### config.mk
export PLATFORM = sky130hd
export DESIGN_NAME = ddr5_cmd_sequencer
export DESIGN_NICKNAME = d
export VERILOG_FILES = /design/src/rtl/ddr5_pkg.sv /design/src/rtl/ddr5_timing_counter.sv /design/src/rtl/ddr5_cmd_sequencer.sv
export SDC_FILE = /design/constraint.sdc
export NUM_CORES = 1
export LEC_CHECK = 0
export CAP_MARGIN = 20
export CELL_PAD_IN_SITES_DETAIL_PLACEMENT = 1
export CELL_PAD_IN_SITES_GLOBAL_PLACEMENT = 1
export CORE_ASPECT_RATIO = 0.8
export CORE_MARGIN = 2
export CORE_UTILIZATION = 46
export DETAILED_ROUTE_END_ITERATION = 10
export PLACE_DENSITY_LB_ADDON = 0.1
export SLEW_MARGIN = 20
export SYNTH_ARGS = -nofsm -noshare
export SYNTH_HDL_FRONTEND = slang
export SYNTH_HIERARCHICAL = 1
export SYNTH_SLANG_ARGS = --single-unit
### constraint.sdc
create_clock -name clk -period 8.2 [get_ports clk]
set_input_delay 1.64 -clock clk [delete_from_list [all_inputs] [get_ports clk]]
set_output_delay 1.64 -clock clk [all_outputs]
set_load 0.01 [all_outputs]
### src/rtl/ddr5_pkg.sv
// Shared types and default timing for the DDR5 command sequencer:
// command codes, request encoding and the request record.
package ddr5_pkg;

  typedef enum logic [2:0] {
    ACT0 = 3'd0,
    ACT1 = 3'd1,
    RD0  = 3'd2,
    RD1  = 3'd3,
    WR0  = 3'd4,
    WR1  = 3'd5,
    PRE  = 3'd6
  } cmd_t;

  localparam logic [1:0] OPN_READ   = 2'd0;
  localparam logic [1:0] OPN_WRITE  = 2'd1;
  localparam logic [1:0] OPN_IFETCH = 2'd2;
  localparam logic [1:0] OPN_RSVD   = 2'd3;

  // Default timing, all in CPU cycles.
  localparam int T_RC_DEF  = 115;
  localparam int T_RAS_DEF = 76;
  localparam int T_RP_DEF  = 39;
  localparam int T_RCD_DEF = 39;
  localparam int T_RTP_DEF = 18;
  localparam int T_CWD_DEF = 38;
  localparam int T_WR_DEF  = 30;
  localparam int BURST_DEF = 8;
  localparam int CNT_W_DEF = 8;

  typedef struct packed {
    logic [1:0]  opn;
    logic [2:0]  bg;
    logic [1:0]  bank;
    logic [15:0] row;
    logic [9:0]  col;
  } req_t;

  // Only opn 1 writes; fetch and the reserved code behave as reads.
  function automatic logic is_write(input logic [1:0] opn);
    return opn == OPN_WRITE;
  endfunction

endpackage

### src/rtl/ddr5_timing_counter.sv
// Saturating up-counter with synchronous clear; resets to all ones so a
// freshly reset sequencer sees every timing window as already elapsed.
module ddr5_timing_counter #(
  parameter int CNT_W = 8
) (
  input  logic             clk,
  input  logic             rst_n,
  input  logic             clr,
  output logic [CNT_W-1:0] cnt_next
);

  localparam logic [CNT_W-1:0] CNT_MAX = '1;
  localparam logic [CNT_W-1:0] CNT_ONE = {{(CNT_W-1){1'b0}}, 1'b1};

  logic [CNT_W-1:0] cnt;

  // cnt_next is the value held next cycle when no clear is applied.
  always_comb cnt_next = (cnt == CNT_MAX) ? cnt : cnt + CNT_ONE;

  always_ff @(posedge clk or negedge rst_n) begin
    if (!rst_n)   cnt <= CNT_MAX;
    else if (clr) cnt <= '0;
    else          cnt <= cnt_next;
  end

endmodule

### src/rtl/ddr5_cmd_sequencer.sv
// Closed-page DDR5 command sequencer: ACT0/ACT1, RD or WR pair, then PRE,
// issued on DIMM ticks. Define CMD_TRACE_EN to print every issued command.
module ddr5_cmd_sequencer
  import ddr5_pkg::*;
#(
  parameter int T_RC  = T_RC_DEF,
  parameter int T_RAS = T_RAS_DEF,
  parameter int T_RP  = T_RP_DEF,
  parameter int T_RCD = T_RCD_DEF,
  parameter int T_RTP = T_RTP_DEF,
  parameter int T_CWD = T_CWD_DEF,
  parameter int T_WR  = T_WR_DEF,
  parameter int BURST = BURST_DEF,
  parameter int CNT_W = CNT_W_DEF
) (
  input  logic        clk,
  input  logic        rst_n,
  input  logic        req_valid,
  output logic        req_ready,
  input  logic [1:0]  req_opn,
  input  logic [2:0]  req_bg,
  input  logic [1:0]  req_bank,
  input  logic [15:0] req_row,
  input  logic [9:0]  req_col,
  output logic        cmd_valid,
  output logic [2:0]  cmd_code,
  output logic [2:0]  cmd_bg,
  output logic [1:0]  cmd_bank,
  output logic [15:0] cmd_addr,
  output logic        busy,
  output logic        done
);

  localparam int CNT_MAX_I = (2 ** CNT_W) - 1;
  localparam logic [CNT_W:0] TH_RC  = (CNT_W+1)'(T_RC);
  localparam logic [CNT_W:0] TH_RAS = (CNT_W+1)'(T_RAS);
  localparam logic [CNT_W:0] TH_RP  = (CNT_W+1)'(T_RP);
  localparam logic [CNT_W:0] TH_RCD = (CNT_W+1)'(T_RCD);
  localparam logic [CNT_W:0] TH_RTP = (CNT_W+1)'(T_RTP);
  localparam logic [CNT_W:0] TH_WCOL = (CNT_W+1)'(T_CWD) + (CNT_W+1)'(BURST)
                                     + (CNT_W+1)'(T_WR);

  if (T_RC > CNT_MAX_I || T_RAS > CNT_MAX_I || T_RP > CNT_MAX_I ||
      T_RCD > CNT_MAX_I || T_RTP > CNT_MAX_I ||
      int'(TH_WCOL) > CNT_MAX_I) begin : g_bad_timing
    $error("ddr5_cmd_sequencer: timing threshold exceeds counter range");
  end

  typedef enum logic [2:0] {
    ST_IDLE, ST_ACT0, ST_ACT1, ST_COL0, ST_COL1, ST_PRE
  } st_t;

  st_t              state, state_nxt;
  req_t             req_q, req_in, req_cur;
  logic             phase;
  logic             transfer;
  logic             issue;
  cmd_t             issue_code;
  logic [15:0]      issue_addr;
  logic             act_gate, col_gate, pre_gate;
  logic [CNT_W-1:0] act_nx, col_nx, pre_nx;

  ddr5_timing_counter #(.CNT_W(CNT_W)) u_act_cnt (
    .clk(clk), .rst_n(rst_n), .clr(issue && issue_code == ACT0), .cnt_next(act_nx)
  );
  ddr5_timing_counter #(.CNT_W(CNT_W)) u_col_cnt (
    .clk(clk), .rst_n(rst_n),
    .clr(issue && (issue_code == RD0 || issue_code == WR0)), .cnt_next(col_nx)
  );
  ddr5_timing_counter #(.CNT_W(CNT_W)) u_pre_cnt (
    .clk(clk), .rst_n(rst_n), .clr(issue && issue_code == PRE), .cnt_next(pre_nx)
  );

  assign req_ready = (state == ST_IDLE);
  assign busy      = (state != ST_IDLE);
  assign transfer  = req_valid && req_ready;
  assign req_in    = '{opn: req_opn, bg: req_bg, bank: req_bank, row: req_row, col: req_col};
  assign req_cur   = (state == ST_IDLE) ? req_in : req_q;

  // Gates look at counter values of the next cycle, because the command
  // register loaded now is what appears on the bus then.
  assign act_gate = ({1'b0, pre_nx} >= TH_RP) && ({1'b0, act_nx} >= TH_RC);
  assign col_gate = ({1'b0, act_nx} >= TH_RCD);
  assign pre_gate = ({1'b0, act_nx} >= TH_RAS) &&
                    (is_write(req_cur.opn) ? ({1'b0, col_nx} >= TH_WCOL)
                                           : ({1'b0, col_nx} >= TH_RTP));

  // Issue decisions are taken when phase is 1 so the command lands on a
  // tick; a state advances at the end of the cycle its command is on the bus.
  always_comb begin
    state_nxt  = state;
    issue      = 1'b0;
    issue_code = ACT0;
    issue_addr = '0;
    unique case (state)
      ST_IDLE: if (transfer) begin
        state_nxt = ST_ACT0;
        if (phase && act_gate) begin
          issue      = 1'b1;
          issue_code = ACT0;
          issue_addr = req_cur.row;
        end
      end
      ST_ACT0: begin
        if (cmd_valid) state_nxt = ST_ACT1;
        else if (phase && act_gate) begin
          issue      = 1'b1;
          issue_code = ACT0;
          issue_addr = req_cur.row;
        end
      end
      ST_ACT1: begin
        if (cmd_valid) state_nxt = ST_COL0;
        else if (phase) begin
          issue      = 1'b1;
          issue_code = ACT1;
          issue_addr = req_cur.row;
        end
      end
      ST_COL0: begin
        if (cmd_valid) state_nxt = ST_COL1;
        else if (phase && col_gate) begin
          issue      = 1'b1;
          issue_code = is_write(req_cur.opn) ? WR0 : RD0;
          issue_addr = {6'b0, req_cur.col};
        end
      end
      ST_COL1: begin
        if (cmd_valid) state_nxt = ST_PRE;
        else if (phase) begin
          issue      = 1'b1;
          issue_code = is_write(req_cur.opn) ? WR1 : RD1;
          issue_addr = {6'b0, req_cur.col};
        end
      end
      ST_PRE: begin
        if (cmd_valid) state_nxt = ST_IDLE;
        else if (phase && pre_gate) begin
          issue      = 1'b1;
          issue_code = PRE;
          issue_addr = '0;
        end
      end
      default: state_nxt = ST_IDLE;
    endcase
  end

  always_ff @(posedge clk or negedge rst_n) begin
    if (!rst_n) begin
      state     <= ST_IDLE;
      phase     <= 1'b0;
      req_q     <= '0;
      cmd_valid <= 1'b0;
      cmd_code  <= '0;
      cmd_bg    <= '0;
      cmd_bank  <= '0;
      cmd_addr  <= '0;
      done      <= 1'b0;
    end else begin
      state     <= state_nxt;
      phase     <= ~phase;
      cmd_valid <= issue;
      done      <= issue && issue_code == PRE;
      if (transfer) req_q <= req_in;
      if (issue) begin
        cmd_code <= issue_code;
        cmd_bg   <= req_cur.bg;
        cmd_bank <= req_cur.bank;
        cmd_addr <= issue_addr;
      end
    end
  end

`ifdef CMD_TRACE_EN
  logic [31:0] trace_cyc;

  always_ff @(posedge clk or negedge rst_n) begin
    if (!rst_n) trace_cyc <= '0;
    else        trace_cyc <= trace_cyc + 32'd1;
  end

  always @(posedge clk) begin
    if (rst_n && cmd_valid)
      $display("At time %0d %s %0d %0d %0h", trace_cyc, cmd_t'(cmd_code).name(),
               cmd_bg, cmd_bank, cmd_addr);
  end
`else
`endif

endmodule

==> metrics, run 1 <==
status=finished, final reports clean; WP buf/inv=3; setup violators final=0; wire length per cell=18.88 um; reg-to-reg critical path startpoint=u_pre_cnt/cnt[0]; CORE AREA=0.009489 mm^2; initial antenna violation count=0; gr usage total=23.67%; hold depth=1; RSZ-0062 raised after global routing=false; Syn Nets=472; P per Cell Area=161.4 mW/mm^2; Die H=between 90 and 100 um; Antenna Cells=0; Crit. End Element=output port; critical path data arrival time=2.97 ns; crit-path max FO=34; Initial Util=46.70%; fin nets=about 530; clk sinks=87; Die X=about 110 um; Hold WC Path Type=reg -> reg; Final Non-Filler Cells=~600; CP Data Required Time=6.56 ns; port bufs=63; Worst R2R Setup Slack=4.71 ns; Max-Cap Viols=0; Final Hold Viols=0; fill count=1050; crit share post-route=56.17%; number of global-route vias before repair=3796; clk_skew=0.008477 ns; syn_area_per_cell=10.23 um^2; Inserted Clock Buffers=9; TritonRoute pass-1 iters=4; Longest Clk Path Bufs=2; DP HPWL=7633 um; cells resized by post-CTS repair=0; Post-route DRC=0; worst-margin pin slew=0.9168 ns; GP Congestion=0.8353; setup bufs post-CTS=0; cell area after synthesis=between 0.004 and 0.005 mm^2; Hold Path End=phase; Final min period=4.606 ns; # H-tree levels=3; io pins=64; Syn Inst Count=433; initial DRC count=about 140; die footprint=0.01044 mm^2; latest clock arrival within the worst-skew pair=0.34 ns; setup slack at placement=about 3.9 ns; Worst Min Path Start=phase; commonest non-fill, non-tap cell in the layout=nand2_1; Max stage delay on crit path=~0.8 ns; f_max=approximately 220 MHz; CP Class=reg -> out; critical path, cell by cell=or3_1 > buf_4 > clkinv_1 > clkdlybuf4s50_1; Reg area=0.002207 mm^2; R2R depth=9; worst setup margin=3.594 ns; Synthesis Warnings=6; first-pass GRT wire length=roughly 20000 um; post-route ant nets=0; hold buffer count at CTS=0; Core Rows=32; Worst setup SP type=register; total gr overflow=0; clock edge transition at the registers on the reported setup and hold paths=0.06 ns; fraction of layout cells with a size suffix above 1=around a fifth; Slowest-stage cell, CP=clkinv_1; largest net degree at the start of global routing=70; Crit path max-delay family=buffers and inverters; r2r endpoint=cmd_bg[1]; Pins Over Slew Limit=0; setup_tns=0 ns; area of the multi-input gates=between 0.002 and 0.0025 mm^2; Rel. slew slack=about two fifths; vias per inst=5.821; Via Count=3586; DP Cell Count=around 600; LEAKAGE=2.438 nW; Area Overhead vs Synth=22.78%; CTS tree=yes; final wirelength=between 10000 and 15000 um; Root Driver=clkbuf_16; leading cell types in the layout, fill and taps excluded=nand2_1, dfrtp_1, clkdlybuf4s50_1; VDD IR-drop max=0.1061 mV
==> per-stage QoR <==
stage          hold WS [ns]  util (%)  power [mW]  area [um^2]
2_1_floorplan        0.4380         -      0.4380         4432
3_3_place_gp         0.4695     54.03      0.4664         5127
3_5_place_dp         0.4693     54.03      0.4669         5127
4_1_cts              0.4795     57.29      0.8910         5436
5_1_grt              0.5148     57.34      0.9044         5441
6_report             0.4870     57.34      0.8785         5441
==> where the power goes <==
group / leakage [nW] / internal (mW) / switching, mW
Sequential: 1.11 / 0.430 / 0
Combinational: 1.18 / 0.0154 / 0.0136
Clock: 0.152 / 0.252 / 0.168
==> state kept, by name, indices dropped and copies added, names as in the netlist <==
register	count
u_col_cnt/cnt	8
req_q	33
cmd_bank	2
cmd_valid	1
state	3
cmd_bg	3
cmd_addr	16
cmd_code	3
done	1
u_pre_cnt/cnt	8
u_act_cnt/cnt	8
phase	1
==> worst max-delay path by stage <==
stage	startpoint	endpoint	slack (ns)	depth (start not counted)
final	state[0]	req_ready	3.59	4
after global routing	state[0]	req_ready	3.40	4
after CTS	state[0]	req_ready	3.57	4
after detailed placement	state[0]	req_ready	3.95	4
after global placement	state[0]	req_ready	4.02	4
after floorplan	state[1]	req_ready	5.14	5
==> routing by layer <==
metal / GRT usage [%] / part of all wire (%)
met5: 0 / 0
met4: 7.012 / 1.2
met3: 5.288 / 3.4
met2: 37.77 / 48
met1: 32.48 / 48
==> final cells by class <==
cell class / count / share of cell area (%)
Inverter: 11 / 0.7818
Timing Repair Buffer: 67 / 12.05
Clock inverter: 5 / 1.035
Sequential cell: 87 / 40.56
Multi-Input combinational cell: 316 / 38.19
Clock buffer: 11 / 4.645
Tap cell: 119 / 2.736
Note: power is estimated with default switching activity, not from simulation.
==> inputs of run 2 (changes only) <==
CORE_UTILIZATION = 38   (was 46)
clock period = 4 ns   (was 8.2 ns; I/O delays follow)
==> run 2 against run 1 <==
Effect of this change:
- combinational power is 100% higher
- power is 110% higher
- critical path depth is 5 higher
- critical path type is now reg -> reg
- worst hold slack worse by 0.039 ns
- clock-buffer cell count stayed put
- non-clock buffer count is 5 higher
==> metrics, run 2 (synthesis gave the netlist of run 1 again) <==
hold buffer count at CTS=0 (unchanged); CP Class=reg -> reg; crit share post-route=between 80% and 90%; LEAKAGE=2.470 nW (+1.3%); Crit. End Element=register; f_max=between 200 and 300 MHz; clk sinks=87 (unchanged); leading cell types in the layout, fill and taps excluded=nand2_1, dfrtp_1, clkdlybuf4s50_1; Longest Clk Path Bufs=2 (unchanged); overall power=1.859 mW (+110%); Die X=124.7 um (+9.7%); Root Driver=clkbuf_16; final wirelength=11430 um (-1.8%); largest net degree at the start of global routing=44 (-37%); VDD IR-drop max=0.2279 mV (+110%); fin nets=536 (+0.94%); Inserted Clock Buffers=9 (unchanged); Die H=100.6 um (+9.6%); commonest non-fill, non-tap cell in the layout=nand2_1; io pins=64 (unchanged); RSZ-0062 raised after global routing=false; total gr overflow=0 (unchanged); max FFs per register=33 (unchanged); Post-route DRC=0 (unchanged); CORE AREA=0.01143 mm^2 (+20%); CP Data Required Time=4.22 ns (-2.34 ns); CTS tree=yes; status=finished, final reports clean; Net Switching=0.3804 mW (+110%); # H-tree levels=3 (unchanged); Hold WC Path Type=in -> async; Core Rows=35 (+9.4%); initial DRC count=186 (+29%); sequential fraction of design power=47.4% (-1.5 points); Via Count=3562 (-0.67%); GP Congestion=0.8090 (-3.1%); P per Cell Area=336.0 mW/mm^2 (+110%); post-route ant nets=0 (unchanged); wire length per cell=17.58 um (-6.9%); vias per inst=5.480 (-5.9%); Area Overhead vs Synth=24.87%; initial antenna violation count=0 (unchanged); crit-path max FO=18 (-47%); Worst setup SP type=register; cells resized by post-CTS repair=0 (unchanged); DP HPWL=8035 um (+5.3%); fraction of layout cells with a size suffix above 1=20.52% (+0.60 points); Max-Cap Viols=0 (unchanged); Pins Over Slew Limit=0 (unchanged); setup_tns=0 ns (unchanged); internal power=1.479 mW (+110%); Top reg by flops=req_q; Regs by FF count=req_q x33, cmd_addr x16; die footprint=0.01255 mm^2 (+20%); Rel. slew slack=44.80% (+6.1 points); Final min period=about 3.3 ns; TritonRoute pass-1 iters=4 (unchanged); critical path data arrival time=3.57 ns (+0.60 ns); latest clock arrival within the worst-skew pair=0.34 ns (about the same); Comb power frac=3.2% (about the same); Initial Util=38.77% (-7.9 points); first-pass GRT wire length=19320 um (-0.53%); setup violators final=0 (unchanged); port bufs=63 (unchanged); Clock Power Share=49.4% (+1.6 points); gr usage total=19.35% (-4.3 points); Switching Share=20.46% (-0.17 points); number of global-route vias before repair=3736 (-1.6%); clk_skew=0.01090 ns (+0.002424 ns); fill count=1271 (+21%); Antenna Cells=0 (unchanged); worst-margin pin slew=0.8254 ns (-0.09136 ns); clock edge transition at the registers on the reported setup and hold paths=0.06 ns (about the same); setup bufs post-CTS=0 (unchanged); Final Hold Viols=0 (unchanged)
run 2: worst max-delay path, cell delays in order (launching register included):
cell and delay, ns:
dfstp_2 0.57, ha_1 0.23, nand3_1 0.17, o21ai_0 0.26
nand2_1 0.08, a311o_1 0.35, a211o_1 0.35, a32o_1 0.32
a21oi_4 0.50, mux2_2 0.41
run 2: metal layers:
| layer | global-route usage [%] | vias to the layer above | share of wire, % |
|---|---|---|---|
| li1 | - | 1700 | - |
| met5 | 0 | - | 0 |
| met3 | 4.883 | 9 | 3.6 |
| met2 | 30.69 | 54 | 46 |
| met4 | 5.704 | 0 | 1.1 |
| met1 | 26.49 | 1799 | 49 |
run 2: worst paths after layout:
| kind | start | endpoint | slack (ns) | depth (start not counted) |
|---|---|---|---|---|
| worst max-delay path | u_pre_cnt/cnt[0] | cmd_bg[0] | 0.65 | 9 |
| worst min-delay path | rst_n | cmd_code[1] | 0.45 | 1 |
| worst max register to register | u_pre_cnt/cnt[0] | cmd_bg[0] | 0.65 | 9 |
| worst min register to register | phase | phase | 0.49 | 1 |
| max in group asynchronous | rst_n | u_col_cnt/cnt[5] | 2.74 | 2 |
| min in group clk | phase | phase | 0.49 | 1 |
run 2: power groups by stage:
| stage | clock network [mW] | logic [mW] | registers [mW] |
|---|---|---|---|
| CTS | 0.944 | 0.0612 | 0.881 |
| finish | 0.919 | 0.0591 | 0.881 |
| floorplan | 0 | 0.00121 | 0.897 |
| detailed placement | 0 | 0.0608 | 0.896 |
| global placement | 0 | 0.0605 | 0.896 |
| global route | 0.983 | 0.0656 | 0.880 |
run 2: final cells by class:
| class | count | area, um^2 | share of cell area, % |
|---|---|---|---|
| Clock inverter | 5 | 82.58 | 1.492 |
| Clock buffer | 11 | 242.7 | 4.386 |
| Inverter | 11 | 42.54 | 0.7687 |
| Sequential cell | 87 | 2207 | 39.88 |
| Multi-Input combinational cell | 316 | 2078 | 37.55 |
| Tap cell | 148 | 185.2 | 3.346 |
| Timing Repair Buffer | 72 | 695.7 | 12.57 |
run 2: through the flow:
stage	instances	util, %	setup slack, ns	area [um^2]	hold WS [ns]
global route	650	48.42	0.3934	5534	0.4817
global placement	634	45.57	0.7499	5209	0.4688
detailed placement	634	45.57	0.6399	5209	0.4777
floorplan	433	-	1.102	4432	0.4380
finish	650	48.42	0.6505	5534	0.4482
CTS	650	48.42	0.6286	5534	0.4609
